$ cat src/rtl/buzzer_pkg.sv
// Shared definitions for the buzzer note sequencer: table entry field
// positions, sequencer state encoding and the ms prescaler derivation.
package buzzer_pkg;

    localparam int NOTE_HI = 31;
    localparam int NOTE_LO = 24;
    localparam int VELO_HI = 23;
    localparam int VELO_LO = 16;
    localparam int TIME_HI = 15;
    localparam int TIME_LO = 0;

    typedef enum logic [2:0] {
        IDLE,
        FETCH,
        LOAD,
        PLAY,
        GAP,
        ADVANCE,
        DONE
    } state_t;

    function automatic int tick_div(input int clk_fre);
        return clk_fre / 1000;
    endfunction

    // A prescaler of one cycle per ms still needs a 1-bit register.
    function automatic int cnt_width(input int n);
        return (n > 1) ? $clog2(n) : 1;
    endfunction

endpackage

$ cat src/rtl/ms_tick_gen.sv
// Millisecond prescaler: counts 0..TICK_DIV-1 while enabled and emits a
// one-cycle tick on the last count; synchronous clear restarts at 0.
module ms_tick_gen
    import buzzer_pkg::*;
#(
    parameter int TICK_DIV = 50000
) (
    input  logic i_clk,
    input  logic i_rst,
    input  logic i_clr,
    input  logic i_en,
    output logic o_tick
);

    localparam int PW = cnt_width(TICK_DIV);
    localparam logic [PW-1:0] LAST = PW'(TICK_DIV - 1);

    logic [PW-1:0] r_cnt;

    assign o_tick = i_en && (r_cnt == LAST);

    always_ff @(posedge i_clk) begin
        if (i_rst || i_clr) begin
            r_cnt <= '0;
        end else if (i_en) begin
            r_cnt <= o_tick ? '0 : r_cnt + 1'b1;
        end
    end

endmodule

$ cat src/rtl/note_sequencer.sv
// Note table scheduler feeding the buzzer tone generator.
// Optional NOTE_SEQ_PAUSE_EN adds a pause input that freezes PLAY/GAP timing.
module note_sequencer
    import buzzer_pkg::*;
#(
    parameter int CLK_FRE = 50000000,
    parameter int DEPTH   = 48,
    parameter int AW      = $clog2(DEPTH)
) (
    input  logic          clk,
    input  logic          rst,
`ifdef NOTE_SEQ_PAUSE_EN
    input  logic          pause,
`endif
    input  logic          start,
    input  logic          stop,
    input  logic [AW-1:0] len,
    input  logic [7:0]    loop_cnt,
    input  logic [15:0]   gap_ms,
    output logic [AW-1:0] tbl_addr,
    input  logic [31:0]   tbl_data,
    output logic [7:0]    note,
    output logic [7:0]    velocity,
    output logic          tone_en,
    output logic          busy,
    output logic          done,
    output logic [AW-1:0] pos
);

    localparam int TICK_DIV = tick_div(CLK_FRE);

    state_t        r_state;
    logic [AW-1:0] r_len;
    logic [AW-1:0] r_pos;
    logic [7:0]    r_loop_cnt;
    logic [7:0]    r_loops;
    logic [15:0]   r_gap;
    logic [15:0]   r_dur;
    logic [15:0]   r_ms;
    logic [7:0]    r_note;
    logic [7:0]    r_vel;
    logic          r_tone_en;
    logic          r_busy;
    logic          r_done;

    logic          w_pause;
    logic          w_run;
    logic          w_tick;
    logic          w_ms_last;
    logic          w_seg_end;
    logic          w_clr;
    logic [AW:0]   w_pos_inc;
    logic          w_pass_end;
    logic          w_last_loop;

`ifdef NOTE_SEQ_PAUSE_EN
    assign w_pause = pause;
`else
    assign w_pause = 1'b0;
`endif

    // One prescaler serves both PLAY and GAP; it restarts on LOAD and on PLAY exit.
    assign w_run       = ((r_state == PLAY) || (r_state == GAP)) && !w_pause;
    assign w_ms_last   = (r_state == GAP) ? (r_ms == r_gap - 16'd1) : (r_ms == r_dur - 16'd1);
    assign w_seg_end   = w_run && w_tick && w_ms_last;
    assign w_clr       = (r_state == LOAD) || w_seg_end;
    assign w_pos_inc   = {1'b0, r_pos} + {{AW{1'b0}}, 1'b1};
    assign w_pass_end  = (w_pos_inc == {1'b0, r_len});
    assign w_last_loop = (r_loop_cnt != 8'd0) && (({1'b0, r_loops} + 9'd1) == {1'b0, r_loop_cnt});

    ms_tick_gen #(
        .TICK_DIV (TICK_DIV)
    ) u_tick (
        .i_clk  (clk),
        .i_rst  (rst),
        .i_clr  (w_clr),
        .i_en   (w_run),
        .o_tick (w_tick)
    );

    always_ff @(posedge clk) begin
        if (rst) begin
            r_state    <= IDLE;
            r_len      <= '0;
            r_pos      <= '0;
            r_loop_cnt <= '0;
            r_loops    <= '0;
            r_gap      <= '0;
            r_dur      <= '0;
            r_ms       <= '0;
            r_note     <= '0;
            r_vel      <= '0;
            r_tone_en  <= 1'b0;
            r_busy     <= 1'b0;
            r_done     <= 1'b0;
        end else begin
            r_done <= 1'b0;
            if (stop) begin
                r_state   <= IDLE;
                r_tone_en <= 1'b0;
                r_busy    <= 1'b0;
            end else begin
                case (r_state)
                    IDLE: begin
                        if (start && (len != '0)) begin
                            r_len      <= len;
                            r_loop_cnt <= loop_cnt;
                            r_gap      <= gap_ms;
                            r_pos      <= '0;
                            r_loops    <= '0;
                            r_busy     <= 1'b1;
                            r_state    <= FETCH;
                        end
                    end
                    FETCH: r_state <= LOAD;
                    LOAD: begin
                        r_note <= tbl_data[NOTE_HI:NOTE_LO];
                        r_vel  <= tbl_data[VELO_HI:VELO_LO];
                        r_dur  <= tbl_data[TIME_HI:TIME_LO];
                        if (tbl_data[TIME_HI:TIME_LO] == 16'd0) begin
                            r_state <= ADVANCE;
                        end else begin
                            r_ms      <= '0;
                            r_tone_en <= (tbl_data[NOTE_HI:NOTE_LO] != 8'd0);
                            r_state   <= PLAY;
                        end
                    end
                    PLAY: begin
                        if (w_seg_end) begin
                            r_tone_en <= 1'b0;
                            r_ms      <= '0;
                            r_state   <= (r_gap != 16'd0) ? GAP : ADVANCE;
                        end else begin
                            if (w_run && w_tick) r_ms <= r_ms + 16'd1;
                            r_tone_en <= (r_note != 8'd0) && !w_pause;
                        end
                    end
                    GAP: begin
                        if (w_seg_end) begin
                            r_state <= ADVANCE;
                        end else if (w_run && w_tick) begin
                            r_ms <= r_ms + 16'd1;
                        end
                    end
                    ADVANCE: begin
                        if (w_pass_end) begin
                            if (w_last_loop) begin
                                r_done  <= 1'b1;
                                r_state <= DONE;
                            end else begin
                                r_pos   <= '0;
                                if (r_loops != 8'hFF) r_loops <= r_loops + 8'd1;
                                r_state <= FETCH;
                            end
                        end else begin
                            r_pos   <= r_pos + 1'b1;
                            r_state <= FETCH;
                        end
                    end
                    DONE: begin
                        r_busy  <= 1'b0;
                        r_state <= IDLE;
                    end
                    default: begin
                        r_busy  <= 1'b0;
                        r_state <= IDLE;
                    end
                endcase
            end
        end
    end

    assign tbl_addr = r_pos;
    assign pos      = r_pos;
    assign note     = r_note;
    assign velocity = r_vel;
    assign tone_en  = r_tone_en;
    assign busy     = r_busy;
    assign done     = r_done;

endmodule
$ cat config.mk
export PLATFORM = sky130hd
export DESIGN_NAME = note_sequencer
export DESIGN_NICKNAME = d
export VERILOG_FILES = /design/src/rtl/buzzer_pkg.sv /design/src/rtl/ms_tick_gen.sv /design/src/rtl/note_sequencer.sv
export SDC_FILE = /design/constraint.sdc
export NUM_CORES = 1
export LEC_CHECK = 0
export CORE_UTILIZATION = 58
export CTS_CLUSTER_SIZE = 28
export DETAILED_ROUTE_END_ITERATION = 10
export PLACE_DENSITY = 0.93
export SYNTH_ARGS = -nofsm -noshare
export SYNTH_HDL_FRONTEND = slang
export SYNTH_SLANG_ARGS = --single-unit
$ cat constraint.sdc
create_clock -name clk -period 9.2 [get_ports clk]
set_input_delay 1.84 -clock clk [delete_from_list [all_inputs] [get_ports clk]]
set_output_delay 1.84 -clock clk [all_outputs]
set_load 0.02 [all_outputs]
After elaboration in Yosys (flattened, before gate mapping)
Cells that the tools add are included.
{"block": "word_totals", "regBits": 114}
{"block": "op_classes", "reduce_logical": 29, "addsub": 8, "n_bitwise": 4, "mux": 30, "n_eq_ne": 20}
{"operator": "two-way mux 16 bit", "count": 5}
{"operator": "one-hot mux 16 bit (3 select lines)", "count": 1}
{"operator": "adder 16 x 1 -> 16 bit, second input constant", "count": 2}
{"operator": "== test 16 bit", "count": 2}
{"operator": "two-way mux 8 bit", "count": 4}
{"operator": "subtractor 16 x 1 -> 16 bit, second input constant", "count": 2}
{"operator": "nonzero test 8 bit", "count": 3}
{"operator": "two-way mux 3 bit", "count": 6}
{"operator": "two-way mux 6 bit", "count": 3}
{"operator": "one-hot mux 3 bit (6 select lines)", "count": 1}
{"operator": "== test 16 bit, second input constant", "count": 1}
{"operator": "zero test 16 bit", "count": 1}
{"operator": "inequality test 2 bit, second input constant", "count": 8}
{"operator": "one-hot mux 8 bit (2 select lines)", "count": 1}
{"operator": "nonzero test 16 bit", "count": 1}
{"operator": "one-hot mux 6 bit (2 select lines)", "count": 1}
{"operator": "adder 8 x 1 -> 9 bit, second input constant", "count": 1}
{"operator": "== test 9 x 8 -> 1 bit", "count": 1}
{"operator": "adder 8 x 1 -> 8 bit, second input constant", "count": 1}
{"operator": "inequality test 8 bit, second input constant", "count": 1}
{"operator": "AND reduction 4 bit", "count": 2}
{"operator": "adder 6 x 1 -> 7 bit, second input constant", "count": 1}
{"operator": "== test 7 x 6 -> 1 bit", "count": 1}
{"operator": "adder 6 x 1 -> 6 bit, second input constant", "count": 1}
{"operator": "19 further kinds", "count": 40}

Logic depth before layout (Yosys ltp)
{"block": "logic_depth", "depth_word": 7, "depth_mapped": 17, "ltp_nobuf": 12}

Hierarchy
From an unflattened synthesis, not the netlist that was laid out.
{"block": "unflattened", "hier_cells": 862, "hier_area_um2": 6661.4}
{"module": "note_sequencer", "seq_area_each_um2": 1961.9, "cells_each": 776, "n_inst": 1, "area_each_um2": 5816.8}
{"module": "ms_tick_gen", "seq_area_each_um2": 320.3, "cells_each": 86, "n_inst": 1, "area_each_um2": 844.6}

Least setup slack after synthesis
OpenSTA, ideal clock, no wires.
{"block": "synth_path", "path_type": "input to register", "start": "input tbl_data[0]", "end": "register r_ms[12]", "path_stages": 11, "slack_ns": 5.471, "n_path_buf": 2, "arrival_time_ns": 3.659, "setup_time_ns": 0.070, "cell_sequence": "nor4_1 -> nand4_1 -> nand2b_1 -> and2_1 -> nor2_1 -> or2_1 -> clkbuf_1 -> or3_1 -> clkbuf_1 -> or4_1 -> a21oi_1"}
{"block": "synth_via", "elab_chain_cells": 3}
{"item": "start, declared", "line": "note_sequencer.sv:21", "rtl": "input logic [31:0] tbl_data,"}
{"item": "zero test 16 bit", "line": "note_sequencer.sv:120", "rtl": "if (tbl_data[TIME_HI:TIME_LO] == 16'd0) begin"}
{"item": "inequality test 2 bit (no source line)"}
{"item": "AND reduction 4 bit (no source line)"}
{"item": "end signal, assigned", "line": "note_sequencer.sv:134", "rtl": "if (w_run && w_tick) r_ms <= r_ms + 16'd1;"}
{"item": "end signal, assigned", "line": "note_sequencer.sv:142", "rtl": "r_ms <= r_ms + 16'd1;"}
{"item": "end, declared", "line": "note_sequencer.sv:39", "rtl": "logic [15:0] r_ms;"}
Every way passes these cells.
A chain may end at the register's enable or synchronous reset.

Final worst setup path
{"block": "layout_path", "start": "register r_state[0]", "end": "register r_ms[12]"}
{"block": "layout_via", "elab_chain_cells": 7}
{"item": "start, declared", "line": "note_sequencer.sv:32", "rtl": "state_t r_state;"}
{"item": "start signal, assigned", "line": "note_sequencer.sv:132", "rtl": "r_state <= (r_gap != 16'd0) ? GAP : ADVANCE;"}
{"item": "== test 3 x 2 -> 1 bit / == test 3 bit (equally long branches)", "line": "note_sequencer.sv:63, note_sequencer.sv:103, note_sequencer.sv:64"}
{"item": "logical OR 1 bit", "line": "note_sequencer.sv:63", "rtl": "assign w_run = ((r_state == PLAY) || (r_state == GAP)) && !w_pause;"}
{"item": "logical AND 1 bit", "line": "ms_tick_gen.sv:20", "rtl": "assign o_tick = i_en && (r_cnt == LAST);"}
{"item": "logical AND 1 bit", "line": "note_sequencer.sv:65, note_sequencer.sv:134, note_sequencer.sv:141"}
{"item": "two-way mux 16 bit / logical AND 1 bit (equally long branches)"}
{"item": "two-way mux 16 bit, or another cell as far along"}
{"item": "one-hot mux 16 bit (3 select lines) / AND reduction 4 bit (equally long branches)"}
Several ways; a longest one is shown, not always the timed one. The select of a mux whose other input is x is not followed.

==> impl_metrics.env <==
export IMPL_rows=37
export IMPL_setup_tns_ps=0
export IMPL_worstSetupPathType="reg -> reg"
export IMPL_async_flop_share=0
export IMPL_yosysWarningCount=0
export IMPL_power_mw=1.29
export IMPL_highest_layer="met4"
export IMPL_syn_to_final_growth_pct=24.1
export IMPL_hold_violations=0
export IMPL_yosys_area_top_type="dfxtp_1"
export IMPL_clkLatencyLatePin_ps=540
export IMPL_slew_headroom=0.247
export IMPL_cp_start_kind="flop"
export IMPL_synth_top_cells_by_count="160 x nand2_1, 114 x dfxtp_1, 99 x a21oi_1"
export IMPL_die_h_um=106
export IMPL_diodes=0
export IMPL_tritoncts="done"
export IMPL_cp_max_fo=26
export IMPL_met3_length_mm=1.32
export IMPL_gp_congestion=0.932
export IMPL_initial_core_util=0.604
export IMPL_chipWidth_um=106
export IMPL_syn_num_nets=896
export IMPL_yosysTopAreaCellShare=0.361
export IMPL_ant_nets=0
export IMPL_wl_mm=17.8
export IMPL_synth_cell_types=69
export IMPL_critPathCaptureType="flop"
export IMPL_drt_iter0_drc=504
export IMPL_synth_cells=825
export IMPL_hold_ws_ps=456
export IMPL_yosysMostFrequentCell="nand2_1"
export IMPL_grt_overflow=0
export IMPL_place_hpwl_mm=11.8
export IMPL_fmax_mhz=234
export IMPL_cp_required_ps=9590
export IMPL_met1_length_mm=6.80
export IMPL_dieArea_mm2=0.0113
export IMPL_layout_drive_gt1_share=0.0606
export IMPL_worstMarginPinSlew_ps=1130
export IMPL_power_leakage_nw=2.81
export IMPL_max_cap_violations=0
export IMPL_cts_resized=0
export IMPL_p_per_area_mw_per_mm2=164
export IMPL_grt_pass1_wl_mm=28.8
export IMPL_grt_max_degree=82
export IMPL_hold_buffers=0
export IMPL_synthTopCellsByArea="dfxtp_1 36%, nand2_1 9.5%, a21oi_1 7.8%, xnor2_1 4.4%, nor2_1 3.7%"
export IMPL_route_met2_wl_mm=8.77
export IMPL_grt_pass1_vias=6162
export IMPL_grt_usage=0.322
export IMPL_postSynthRegisterBits=114
export IMPL_clkSlewWorstSetupHoldPaths_ps=60
export IMPL_root_buffer="clkbuf_8"
export IMPL_cts_buffer_depth=2
export IMPL_post_route_util=0.750
export IMPL_synth_edff_count=0
export IMPL_vias_per_cell=6.25
export IMPL_cp_arrival_ps=4670
export IMPL_rsz0062_at_grt="no"
export IMPL_avgSynthCellArea_um2=7.66
export IMPL_setup_viol=0
export IMPL_holdCritPathClass="reg -> reg"
export IMPL_postCtsSetupRepairBufs=0
export IMPL_cts_buffers=17
export IMPL_fin_crit_ps=4280
export IMPL_avgRoutedWirePerCell_um=17.0
export IMPL_cts_max_level=4
export IMPL_drc=0
export IMPL_netlist_area_mm2=0.00632
export IMPL_first_pass_iters=5
export IMPL_cts_sinks=114
export IMPL_seq_area_frac_synth=0.361
export IMPL_skew_ps=8.30
export IMPL_min_period_over_period=0.465
export IMPL_irDropWorstVdd_mv=0.185
export IMPL_slew_violations=0
export IMPL_num_vias=6520
export IMPL_nets=966
export IMPL_antenna_found_initial=0
export IMPL_core_area_mm2=0.0105
export IMPL_synth_main_ff_cell="dfxtp_1"
export IMPL_ios=97
export IMPL_port_buffers=96
export IMPL_status="completed"
-- cell families after synthesis --
kind of cell	share of synthesized area
xor gates and xnor gates	0.0784
DFF	0.361
AOI/OAI and AO/OA	0.158
adders and majority gates	0.00990
muxes	0.0354
buffers and inverters	0.0453
and+or+nand+nor	0.312
-- per-stage QoR --
step | cells | worst slack [ps] | area [um2]
final | 1044 | 4920 | 7840
after global routing | 1044 | 4650 | 7840
after CTS | 1044 | 5020 | 7840
after detailed placement | 1012 | 4710 | 7240
after global placement | 1012 | 4740 | 7240
after floorplan | 825 | 5470 | 6320
-- final cells by class --
cell class                 count  area [um2]
timing repair buffer         101         993
clock inverter                14         178
fill                         731        2620
clock buffer                  18         428
inverter                       9        33.8
multi-input combinational    652        3760
sequential                   114        2280
tap                          136         170
-- metal layers --
metal	track usage	up-vias
li1	-	3067
met1	0.363	3016
met2	0.544	349
met3	0.0717	88
met4	0.213	0
met5	0	-
-- critical path: stages (launching register included) --
cell	delay, ps
dfxtp_1	670
or3b_1	220
buf_4	350
mux2i_1	230
ha_1	330
nor3b_1	270
xor2_1	170
mux2i_1	100
xnor2_1	160
nor3b_1	210
nand4_1	220
nor3_2	650
buf_4	320
or4_1	140
a21oi_1	60
-- power breakdown --
part / total (mW) / leakage, nW / internal, mW / switching (mW)
sequential: 0.514 / 0.922 / 0.503 / 0.0110
combinational: 0.101 / 1.60 / 0.0491 / 0.0523
clock: 0.674 / 0.284 / 0.422 / 0.251
-- sequential cells by signal (all words and copies together), names as in the netlist --
signal        cells
busy              1
done              1
note              8
pos               6
r_dur            16
r_gap            16
r_len             6
r_loop_cnt        8
r_loops           8
r_ms             16
r_state           3
tone_en           1
u_tick.r_cnt     16
velocity          8
-- path summary, 6_finish.rpt --
check / startpoint / cells past startpoint / slack, ps / to
min: velocity[7] / 2 / 460 / velocity[7]
min reg2reg: velocity[7] / 2 / 460 / velocity[7]
max: r_state[0] / 14 / 4920 / r_ms[12]
max reg2reg: r_state[0] / 14 / 4920 / r_ms[12]
-- placed cells by master, fill, tap and decap left out, types with 19 or more instances in the layout --
cell / n
dfxtp_1: 114
clkdlybuf4s50_1: 95
a21oi_1: 99
nor3_1: 24
nand2_1: 160
nor2_1: 63
xor2_1: 22
nand3_1: 29
xnor2_1: 32
or3_1: 19
mux2i_1: 21
(Power assumes the default switching activity.)
==> edit, RTL diff (same flow settings) <==
The option `NOTE_SEQ_PAUSE_EN` is turned on by a define.
--- a/src/rtl/note_sequencer.sv
+++ b/src/rtl/note_sequencer.sv
@@ -1,5 +1,7 @@
 // Note table scheduler feeding the buzzer tone generator.
 // Optional NOTE_SEQ_PAUSE_EN adds a pause input that freezes PLAY/GAP timing.
+`define NOTE_SEQ_PAUSE_EN
+
 module note_sequencer
     import buzzer_pkg::*;
 #(
Ports: changed (added pause); port bits go from 97 to 98. The function was not compared with the original's and may differ.
==> edit against the unedited design <==
  * Core utilization is 0.44 points lower
  * Combinational power is 9.7% lower
  * Clock power is 6.8% lower
  * Sequential cell count stayed put
  * Power is 4.5% lower
  * Routed wire length is 3.8% lower
  * Design area is 1.0% lower
  * Synthesized area is 0.71% lower
  * Worst setup slack worse by 0.73 ns
  * Critical endpoint is now r_ms[3]
  * Highest routed layer unchanged
==> edit: results (changes against the unedited design) <==
[synth]
syn_area_per_cell_um2=7.896  ; +3.0%
top_area_cells_in_the_synthesized_netlist=dfxtp_1, nand2_1, a21oi_1
synth_fp_nets=867  ; -3.2%
synth_commonest_cells=nand2_1, dfxtp_1, a21oi_1
synth.yosys.seq_area_share=0.3636  ; +0.002590

[grt]
grt_use_met1=0.3926  ; +0.02974
grt_start_max_net_pins=85  ; +3.7%
globalRouteTotalUtil=0.3120  ; -0.009830
first_global_vias=5842  ; -5.2%
grt_use_met3=0.08584  ; +0.01410
grt_pass1_wl_um=28090  ; -2.6%

[route]
route.detailed.vias_per_inst=6.126  ; -1.9%
totalWireLength_um=17110  ; -3.8%
drt-met1-wl_um=7283  ; +7.2%
route.met3.wl_um=1338  ; +1.2%
drtPass1Iterations=6  ; +1
wire_per_inst_um=16.84  ; -1.2%
dr.first_iter.drc_count=632  ; +25%

[sta]
timing.slew.headroom=0.2292  ; -0.01765
hold_ws_ns=0.4570  ; +0.001367 ns
clock_skew_ns=0.009870  ; +0.001572 ns

[hold_path]
holdCritStartpoint=velocity[6]
worstHoldEndpoint=velocity[6]

[placement]
port-buffer-count=97  ; +1.0%
hpwl_um=11110  ; -5.9%
finalWeightedCongestion=0.9113  ; -2.2%
placed_cells_incl_taps=984  ; -2.8%

[layout]
proportion_of_cell_area_spent_on_the_clock_network=0.07220  ; -0.005005
area_growth_pct=23.68
finish.net_count=939  ; -2.8%
inverters_excl_clock=4  ; -5
multi_input_area_share=0.4817  ; +0.002526
clockBufferCount=17  ; -1

[critical_path]
reg2reg_to=r_ms[3]
rrSetupSlack_ns=4.20  ; -0.73 ns
cp.arrival_ns=5.38  ; +0.71 ns

[pwr]
vdd_ir_drop_max_mv=0.1640  ; -11%
p_int_w=0.0009111  ; -6.5%
power.leakage_nw=2.702  ; -3.8%

[run_status]
run_status=finished clean

-- edit: changes by cell type after synthesis, sizes merged, moves of 5 or more --
cell | before | now
nor2 | 63 | 42
mux2i | 22 | 13
nor4 | 15 | 24
nand2b | 2 | 8
or3 | 19 | 28
nand4 | 16 | 10
nor3 | 26 | 14
nand3 | 29 | 23
o21ai | 20 | 32
inv | 9 | 4
-- edit: power by group through the flow --
stage                     registers (W)  clock network (W)  logic [W]
after floorplan                0.000519                  0  0.0000452
after global placement         0.000521                  0  0.0000860
after detailed placement       0.000522                  0  0.0000880
after CTS                      0.000511           0.000629  0.0000899
after global routing           0.000512           0.000658  0.0000981
final                          0.000511           0.000628  0.0000912
-- edit: critical path: stages (launching register included) --
cell	delay (ns)
dfxtp_1	0.59
or3b_1	0.93
mux2i_1	0.43
ha_1	0.45
xnor2_1	0.24
xor2_1	0.17
a31oi_1	0.11
nor4_1	0.33
nand4_1	0.16
and3b_1	0.61
a221o_1	0.76
a21oi_1	0.07
-- edit: cells by family (layout without fill, tap and decap cells) --
family / after synthesis / in the layout / synth area share
XOR/XNOR: 57 / 57 / 0.08411
AND/OR/NAND/NOR: 366 / 366 / 0.2908
flip-flops: 114 / 114 / 0.3636
AO/OA/AOI/OAI: 185 / 185 / 0.1828
adder cells (fa/ha/maj): 5 / 5 / 0.009966
multiplexers: 16 / 16 / 0.02611
buffers and inverters: 52 / 137 / 0.04265
-- edit: worst max-delay path by stage --
stage | from | endpoint | slack [ns] | cells after the start
floorplan | pause | r_ms[6] | 5.46 | 9
global placement | pause | r_ms[3] | 4.17 | 8
detailed placement | pause | r_ms[4] | 4.04 | 8
CTS | r_state[0] | r_ms[3] | 4.31 | 11
global route | r_state[0] | r_ms[3] | 3.89 | 11
finish | r_state[0] | r_ms[3] | 4.20 | 11
